## src/rtl/uart_pkg.sv

```systemverilog
// Shared types and constants for the UART transmitter and its helpers.
package uart_pkg;

  localparam int UART_DATA_BITS   = 8;
  localparam int UART_DEFAULT_CPB = 868;  // 100 MHz / 115200 baud

  typedef enum logic [2:0] {
    IDLE,
    START,
    DATA,
    PARITY,
    STOP
  } uart_tx_state_t;

endpackage

```

## src/rtl/uart_baud_ctr.sv

```systemverilog
// Loadable down-counter with a zero flag. A load takes priority; otherwise
// the count decrements and holds at zero until the next load.
module uart_baud_ctr #(
  parameter int WIDTH = 10
) (
  input  logic             clk,
  input  logic             rst,
  input  logic             load_i,
  input  logic [WIDTH-1:0] load_val_i,
  output logic             zero_o
);

  logic [WIDTH-1:0] cnt_q, cnt_d;

  // Next count: load, else count down towards zero.
  // NOTE: combinational blocks assign every output a default first, so no path leaves a latch.
  always_comb begin
    cnt_d = cnt_q;
    if (load_i) begin
      cnt_d = load_val_i;
    end else if (cnt_q != '0) begin
      cnt_d = cnt_q - WIDTH'(1);
    end
  end

  // Count register with synchronous reset.
  // NOTE: sequential state is written with non-blocking assignments so all flops update together.
  always_ff @(posedge clk) begin
    if (rst) begin
      cnt_q <= '0;
    end else begin
      cnt_q <= cnt_d;
    end
  end

  assign zero_o = (cnt_q == '0);

endmodule

```

## src/rtl/uart_tx.sv

```systemverilog
// 8N1 UART transmitter with a one-deep holding register so consecutive
// bytes leave back to back. Define UART_TX_PARITY_EN to insert an even
// parity bit between the data bits and the stop bit (8E1, 11-bit frame).
module uart_tx
  import uart_pkg::*;
#(
  parameter int CLOCKS_PER_BAUD = UART_DEFAULT_CPB
) (
  input  logic                      clk,
  input  logic                      rst,
  input  logic [UART_DATA_BITS-1:0] data_i,
  input  logic                      valid_i,
  output logic                      ready_o,
  output logic                      tx,
  output logic                      busy_o
);

  localparam int BAUD_W = $clog2(CLOCKS_PER_BAUD);
  localparam int BIT_W  = $clog2(UART_DATA_BITS);
  localparam logic [BAUD_W-1:0] BAUD_RELOAD = BAUD_W'(CLOCKS_PER_BAUD - 1);
  localparam logic [BIT_W-1:0]  LAST_BIT    = BIT_W'(UART_DATA_BITS - 1);

  uart_tx_state_t            state_q, state_d;
  logic [UART_DATA_BITS-1:0] shift_q, shift_d;
  logic [UART_DATA_BITS-1:0] hold_q, hold_d;
  logic [BIT_W-1:0]          bit_cnt_q, bit_cnt_d;
  logic                      hold_full_q, hold_full_d;
  logic                      ready_q;
  logic                      tx_q, tx_d;
  logic                      baud_load;
  logic                      baud_zero;

  uart_baud_ctr #(
    .WIDTH (BAUD_W)
  ) u_baud (
    .clk        (clk),
    .rst        (rst),
    .load_i     (baud_load),
    .load_val_i (BAUD_RELOAD),
    .zero_o     (baud_zero)
  );

  // Handshake, holding register and frame sequencing; every state change
  // reloads the baud counter so each bit lasts exactly CLOCKS_PER_BAUD cycles.
  always_comb begin
    state_d     = state_q;
    shift_d     = shift_q;
    hold_d      = hold_q;
    bit_cnt_d   = bit_cnt_q;
    hold_full_d = hold_full_q;
    tx_d        = tx_q;
    baud_load   = 1'b0;

    // Accept only while empty; draining only happens while full, so the two
    // never compete for hold_full_d.
    if (valid_i && ready_q) begin
      hold_d      = data_i;
      hold_full_d = 1'b1;
    end

    case (state_q)
      IDLE: begin
        if (hold_full_q) begin
          state_d     = START;
          shift_d     = hold_q;
          hold_full_d = 1'b0;
          tx_d        = 1'b0;
          baud_load   = 1'b1;
        end
      end

      START: begin
        if (baud_zero) begin
          state_d   = DATA;
          bit_cnt_d = '0;
          tx_d      = shift_q[0];
          baud_load = 1'b1;
        end
      end

      DATA: begin
        if (baud_zero) begin
          baud_load = 1'b1;
          // Rotate rather than shift: after eight bits the shifter holds the
          // original byte again, so its XOR still gives the parity.
          shift_d   = {shift_q[0], shift_q[UART_DATA_BITS-1:1]};
          if (bit_cnt_q == LAST_BIT) begin
`ifdef UART_TX_PARITY_EN
            state_d = PARITY;
            tx_d    = ^shift_q;
`else
            state_d = STOP;
            tx_d    = 1'b1;
`endif
          end else begin
            bit_cnt_d = bit_cnt_q + BIT_W'(1);
            tx_d      = shift_q[1];
          end
        end
      end

`ifdef UART_TX_PARITY_EN
      PARITY: begin
        if (baud_zero) begin
          state_d   = STOP;
          tx_d      = 1'b1;
          baud_load = 1'b1;
        end
      end
`endif

      STOP: begin
        if (baud_zero) begin
          if (hold_full_q) begin
            state_d     = START;
            shift_d     = hold_q;
            hold_full_d = 1'b0;
            tx_d        = 1'b0;
            baud_load   = 1'b1;
          end else begin
            state_d = IDLE;
          end
        end
      end

      default: begin
        state_d = IDLE;
        tx_d    = 1'b1;
      end
    endcase
  end

  // State, datapath and line registers; reset aborts any frame in flight.
  always_ff @(posedge clk) begin
    if (rst) begin
      state_q     <= IDLE;
      // NOTE: the byte registers are reset as well so an aborted frame or a held byte can never resurface.
      shift_q     <= '0;
      hold_q      <= '0;
      bit_cnt_q   <= '0;
      hold_full_q <= 1'b0;
      ready_q     <= 1'b1;
      tx_q        <= 1'b1;
    end else begin
      state_q     <= state_d;
      shift_q     <= shift_d;
      hold_q      <= hold_d;
      bit_cnt_q   <= bit_cnt_d;
      hold_full_q <= hold_full_d;
      ready_q     <= !hold_full_d;
      tx_q        <= tx_d;
    end
  end

  assign ready_o = ready_q;
  assign tx      = tx_q;
  assign busy_o  = (state_q != IDLE);

endmodule

```

## config.mk

```make
export PLATFORM = sky130hd
export DESIGN_NAME = uart_tx
export DESIGN_NICKNAME = d
export VERILOG_FILES = /design/src/rtl/uart_pkg.sv /design/src/rtl/uart_baud_ctr.sv /design/src/rtl/uart_tx.sv
export SDC_FILE = /design/constraint.sdc
export NUM_CORES = 1
export LEC_CHECK = 0
export BUFFER_PORTS_ARGS = -buffer_cell sky130_fd_sc_hd__buf_4
export CAP_MARGIN = 10
export CORE_ASPECT_RATIO = 0.5
export CORE_MARGIN = 4
export CORE_UTILIZATION = 58
export DETAILED_ROUTE_END_ITERATION = 8
export GPL_TIMING_DRIVEN = 0
export PLACE_DENSITY_LB_ADDON = 0.2
export SETUP_SLACK_MARGIN = 0.2
export SYNTH_ARGS = -nofsm -noshare
export SYNTH_HDL_FRONTEND = slang
export SYNTH_SLANG_ARGS = --single-unit
```

## constraint.sdc

```tcl
create_clock -name clk -period 3.32 [get_ports clk]
set_clock_uncertainty 0.1 [all_clocks]
set_input_delay 0.664 -clock clk [delete_from_list [all_inputs] [get_ports clk]]
set_output_delay 0.664 -clock clk [all_outputs]
set_load 0.005 [all_outputs]
```

==> results of run 1 <==
[critical path: stages (launching register included)]
cell and delay [ps]:
dfxtp_1 330, inv_1 110, ha_1 170, or4b_1 420
buf_2 170, o311ai_4 560, a21bo_1 290, buf_6 150
a221oi_2 250
[logic make-up (layout without fill, tap and decap cells)]
group / count (synthesis) / after routing / synth area share, %
AOI/OAI and AO/OA: 62 / 62 / 27.5
DFF: 35 / 35 / 40.1
adders and majority gates: 4 / 4 / 2.86
and+or+nand+nor: 67 / 67 / 20.6
buffers and inverters: 27 / 47 / 6.30
muxes: 1 / 1 / 0.644
xor gates and xnor gates: 4 / 4 / 2.00
[sequential cells by signal, summed over array words and instances, names as in the netlist]
register and count:
state_q 3, shift_q 8, ready_o 1, hold_q 8, bit_cnt_q 3, u_baud.cnt_q 10, tx 1, hold_full_q 1
[report_power, final]
group | total, mW | internal [mW] | switching (mW)
combinational | 0.778 | 0.336 | 0.442
sequential | 0.601 | 0.521 | 0.0800
clock | 0.456 | 0.300 | 0.156
[worst paths after layout]
path | to | slack (ps)
setup / recovery | shift_q[4] | 680
hold / removal | hold_q[0] | 360
setup reg to reg | shift_q[4] | 680
hold reg to reg | hold_q[0] | 360
[cell type report]
class,count,area (sq um)
timing repair buffer,12,90.1
sequential,35,701
multi-input combinational,138,937
tap,37,46.3
inverter,12,45.0
clock inverter,2,60.1
fill,210,716
clock buffer,6,72.6
buffer,15,65.1
[stage by stage]
step,hold slack [ps],instances,utilization [%]
floorplan,337,200,-
global placement,342,249,69.0
detailed placement,352,249,69.0
CTS,364,257,73.8
global route,373,257,73.8
finish,362,257,73.8
[routing by layer]
layer	up-vias	track usage [%]	wire length [um]
li1	773	-	-
met1	721	24.3	1800
met2	39	34.3	1740
met3	9	5.78	178
met4	0	10.4	70
met5	-	0	0
[layout by cell type, fill, tap and decap left out, types with 4 or more instances in the layout]
master / n
ha_1: 4
buf_4: 12
o22ai_1: 9
nand3_1: 5
nor2_1: 5
clkbuf_8: 5
nor3_1: 9
a21oi_1: 20
o21ai_0: 5
a221oi_2: 8
dfxtp_1: 35
clkbuf_1: 13
inv_1: 12
o31ai_1: 4
nand2_1: 22
==> results_dict.tcl, run 1 <==
set metrics [dict create \
    grt_antenna_before_repair 0 \
    cts_hold_repair.buffers 0 \
    fin_crit_ps 2640 \
    syn_area_per_cell_sq_um 8.74 \
    worstSetupStartpoint "u_baud.cnt_q[0]" \
    worstRegToRegCells 8 \
    die_h_um 46.8 \
    fin_crit_sh_pct 79.5 \
    async_flop_share_pct 0 \
    setup_viol 0 \
    path_class "flop to flop" \
    vias 1542 \
    cts_buffers 5 \
    max_freq_mhz 379 \
    synthFlopType "dfxtp_1" \
    synth_seq_cells 35 \
    grt_setup_unrepaired "no" \
    finalWorstSetupSlack_ps 682 \
    clkSinkCount 35 \
    netlist_top_cells_area "dfxtp_1 40%, a221oi_2 6.9%, a21oi_1 5.7%" \
    synth-seq-area-share_pct 40.1 \
    placed_area_sq_um 1880 \
    synth_cells 200 \
    ctsResizeCount 0 \
    drive_above_1_share_pct 15.9 \
    start_util_pct 64.0 \
    fin_nets 234 \
    ys_types 48 \
    hold_viol_final 0 \
    dp.final_hpwl_um 2610 \
    cts_max_path_buffers 2 \
    drv_slew 0 \
    clk_latency_ps 290 \
    grt_max_degree 12 \
    crit_path_start_kind "flop" \
    h-tree-depth 2 \
    routed_wl_um 3790 \
    grt_pass1_wl_um 6130 \
    postCtsSetupBuffers 0 \
    irDropWorstVdd_mv 0.521 \
    relSlewSlack_pct 52.2 \
    synth_top_cell_area_share_pct 40.1 \
    power.density_nw_per_um2 910 \
    stdcell_area_sq_um 2020 \
    diodes 0 \
    routed_via_density 6.00 \
    end_kind "flop" \
    synthesis.nets 215 \
    final.setup.tns_ps 0 \
    ant_nets 0 \
    worstReg2RegStart "u_baud.cnt_q[0]" \
    run_status "completed" \
    drtPass1Iterations 4 \
    grt_pass1_vias 1331 \
    worst_pin_slew_ps 718 \
    cp.arrival_ps 2750 \
    drc_errors 0 \
    grt_usage_pct 20.2 \
    synth_area_leader_cell "dfxtp_1" \
    grt_overflow 0 \
    synth_edf_count 0 \
    synth_common_cells "35 x dfxtp_1, 22 x nand2_1, 20 x a21oi_1, 12 x clkbuf_1, 12 x inv_1" \
    cts_root_buf "clkbuf_8" \
    total_power_mw 1.84 \
    worstHoldStart "hold_q[0]" \
    synth_most_common_cell "dfxtp_1" \
    gp_congestion 0.865 \
    io_buffers 12 \
    cts_tree "yes" \
    ys.warnings.count 0 \
    synth_area_sq_um 1750 \
    rows 13 \
    cap_violations 0 \
    required_ps 3430 \
    die_w_um 85.6 \
    p_leak_nw 0.747 \
    die_area_sq_um 4010 \
    synthToLayoutAreaGrowth_pct 15.4 \
    critPathMaxFanout 9 \
    place_ws_ps 687 \
    min_delay_path_depth 2 \
    clkSlewWorstSetupHoldPaths_ps 70 \
    ios 14 \
    hold_class "flop to flop" \
    routedWlPerCell_um 14.7 \
    drt_iter0_markers 59 \
    coreArea_sq_um 2730 \
]
Power figures use the tool's default switching activity.
==> inputs of run 2 (changes only) <==
- clock period: 3.32 -> 2.55 ns (I/O delays scaled with it)
==> results_dict.tcl, run 2 (synthesis gave the netlist of run 1 again) <==
set metrics [dict create \
    clkSlewWorstSetupHoldPaths_ps 70 \
    total_power_mw 2.47 \
    hold_class "flop to flop" \
    routedWlPerCell_um 15.1 \
    regMostFlops "u_baud.cnt_q" \
    end_kind "flop" \
    p_leak_nw 0.758 \
    path_cells "inv_2 > ha_4 > or4b_4 > buf_6 > o311ai_4 > a21bo_1 > buf_6 > a221oi_2" \
    dp.final_hpwl_um 2620 \
    path_class "flop to flop" \
    die_h_um 46.8 \
    multi_input_area_sq_um 966 \
    ios 14 \
    finalNonFillerCells 258 \
    drt_iter0_markers 113 \
    cap_violations 0 \
    ant_nets 0 \
    worst_pin_slew_ps 686 \
    cts_tree "yes" \
    fin_nets 235 \
    place_ws_ps -34.9 \
    final.setup.tns_ps 0 \
    met1_length_um 1790 \
    crit_top_cell "buf_6" \
    required_ps 2650 \
    critPathMaxFanout 8 \
    worstRegToRegCells 8 \
    max_freq_mhz 455 \
    vias 1559 \
    largest_register_ffs 10 \
    setup_viol 0 \
    cp_num_buf_inv 3 \
    drive_above_1_share_pct 19.5 \
    synthToLayoutAreaGrowth_pct 18.0 \
    grt_pass1_vias 1420 \
    r2r_end "shift_q[4]" \
    routed_wl_um 3900 \
    clkSinkCount 35 \
    run_status "completed" \
    drv_slew 0 \
    cp.arrival_ps 2300 \
    drtPass1Iterations 4 \
    min_delay_path_depth 2 \
    grt_overflow 0 \
    critPathSlowestCell "or4b_4" \
    rows 13 \
    clk_latency_ps 290 \
    irDropWorstVdd_mv 0.767 \
    cts_root_buf "clkbuf_8" \
    grt_antenna_before_repair 0 \
    worstReg2RegStart "u_baud.cnt_q[0]" \
    io_buffers 12 \
    worstSetupStartpoint "u_baud.cnt_q[0]" \
    h-tree-depth 2 \
    grt_setup_unrepaired "no" \
    relSlewSlack_pct 53.8 \
    die_w_um 85.6 \
    diodes 0 \
    cts_max_path_buffers 2 \
    power.density_nw_per_um2 1200 \
    gp_congestion 0.872 \
    whs_endpoint "hold_q[6]" \
    start_util_pct 64.0 \
    cts_hold_repair.buffers 0 \
    dp.cells 249 \
    ff2ff_setup_slack_ps 350 \
    final_cell_mix "33 x dfxtp_1, 22 x nand2_1, 20 x a21oi_1" \
    crit_path_max_incr_delay_ps 450 \
    fin_crit_ps 2200 \
    final_common_cell "dfxtp_1" \
    fill_cells 203 \
    largest_registers "u_baud.cnt_q: 10 flops, hold_q: 8 flops, shift_q: 8 flops" \
    die_area_sq_um 4010 \
    grt_pass1_wl_um 6380 \
    grt_max_degree 12 \
    regArea_sq_um 703 \
    wl_met3_um 210 \
    routed_via_density 6.04 \
    finalWorstSetupSlack_ps 354 \
    top_layer_used "met4" \
    coreArea_sq_um 2730 \
    fin_util_pct 75.5 \
    hold_viol_final 0 \
    fin_crit_sh_pct 86.1 \
    drc_errors 0 \
    worstHoldStart "hold_q[6]" \
    dr_wl_met2_um 1870 \
    cts_buffers 5 \
    grt_usage_pct 20.5 \
    crit_path_start_kind "flop" \
    path_delay_family "compound AO/OA/AOI/OAI gates" \
]
==> run 2: cell count changes in the layout (fill, tap and decap cells not counted), moves of 2 or more <==
cell	before	now
dfxtp_1	35	33
dfxtp_2	0	2
inv_1	12	10
inv_2	0	2
==> run 2: worst max path at each step <==
stage / end / slack, ps / cells after the start
5_1_grt: u_baud.cnt_q[9] / 260 / 6
3_3_place_gp: shift_q[3] / 20 / 8
6_report: shift_q[4] / 350 / 8
2_1_floorplan: shift_q[0] / 160 / 8
3_5_place_dp: shift_q[4] / -30 / 8
4_1_cts: tx / 210 / 7
==> run 2: area by class of cell <==
type                       count  area share [%]
buffer                        15            3.46
clock buffer                   6            3.52
clock inverter                 2            2.91
inverter                      12            2.18
multi-input combinational    138            46.8
sequential                    35            34.1
tap                           37            2.25
timing repair buffer          13            4.73
==> run 2: worst reg2reg max path: stages (launching register included) <==
cell	delay, ps
dfxtp_2	340
inv_2	90
ha_4	130
or4b_4	450
buf_6	150
o311ai_4	240
a21bo_1	250
buf_6	140
a221oi_2	230
==> run 2: repair_timing <==
action | 4_1_cts | 5_1_grt
pin swaps | 1 | 0
setup endpoints to repair | 8 | 3
setup buffers | 1 | 0
resized for setup | 0 | 2
==> run 2: power by group <==
part	switching, mW	internal [mW]	leakage, nW
Sequential	0.114	0.682	0.288
Clock	0.197	0.391	0.0654
Combinational	0.607	0.475	0.404
==> run 2: per-layer routing <==
metal  vias to the layer above  GRT usage (%)
met2                        40           34.7
met4                         0           7.89
li1                        776              -
met5                         -              0
met1                       738           26.0
met3                         5           5.60
==> run 2: stage by stage <==
stage          hold slack [ps]  instance area (sq um)
4_1_cts                    361                   2050
2_1_floorplan              337                   1770
5_1_grt                    377                   2060
3_3_place_gp               342                   1910
3_5_place_dp               351                   1910
6_report                   364                   2060
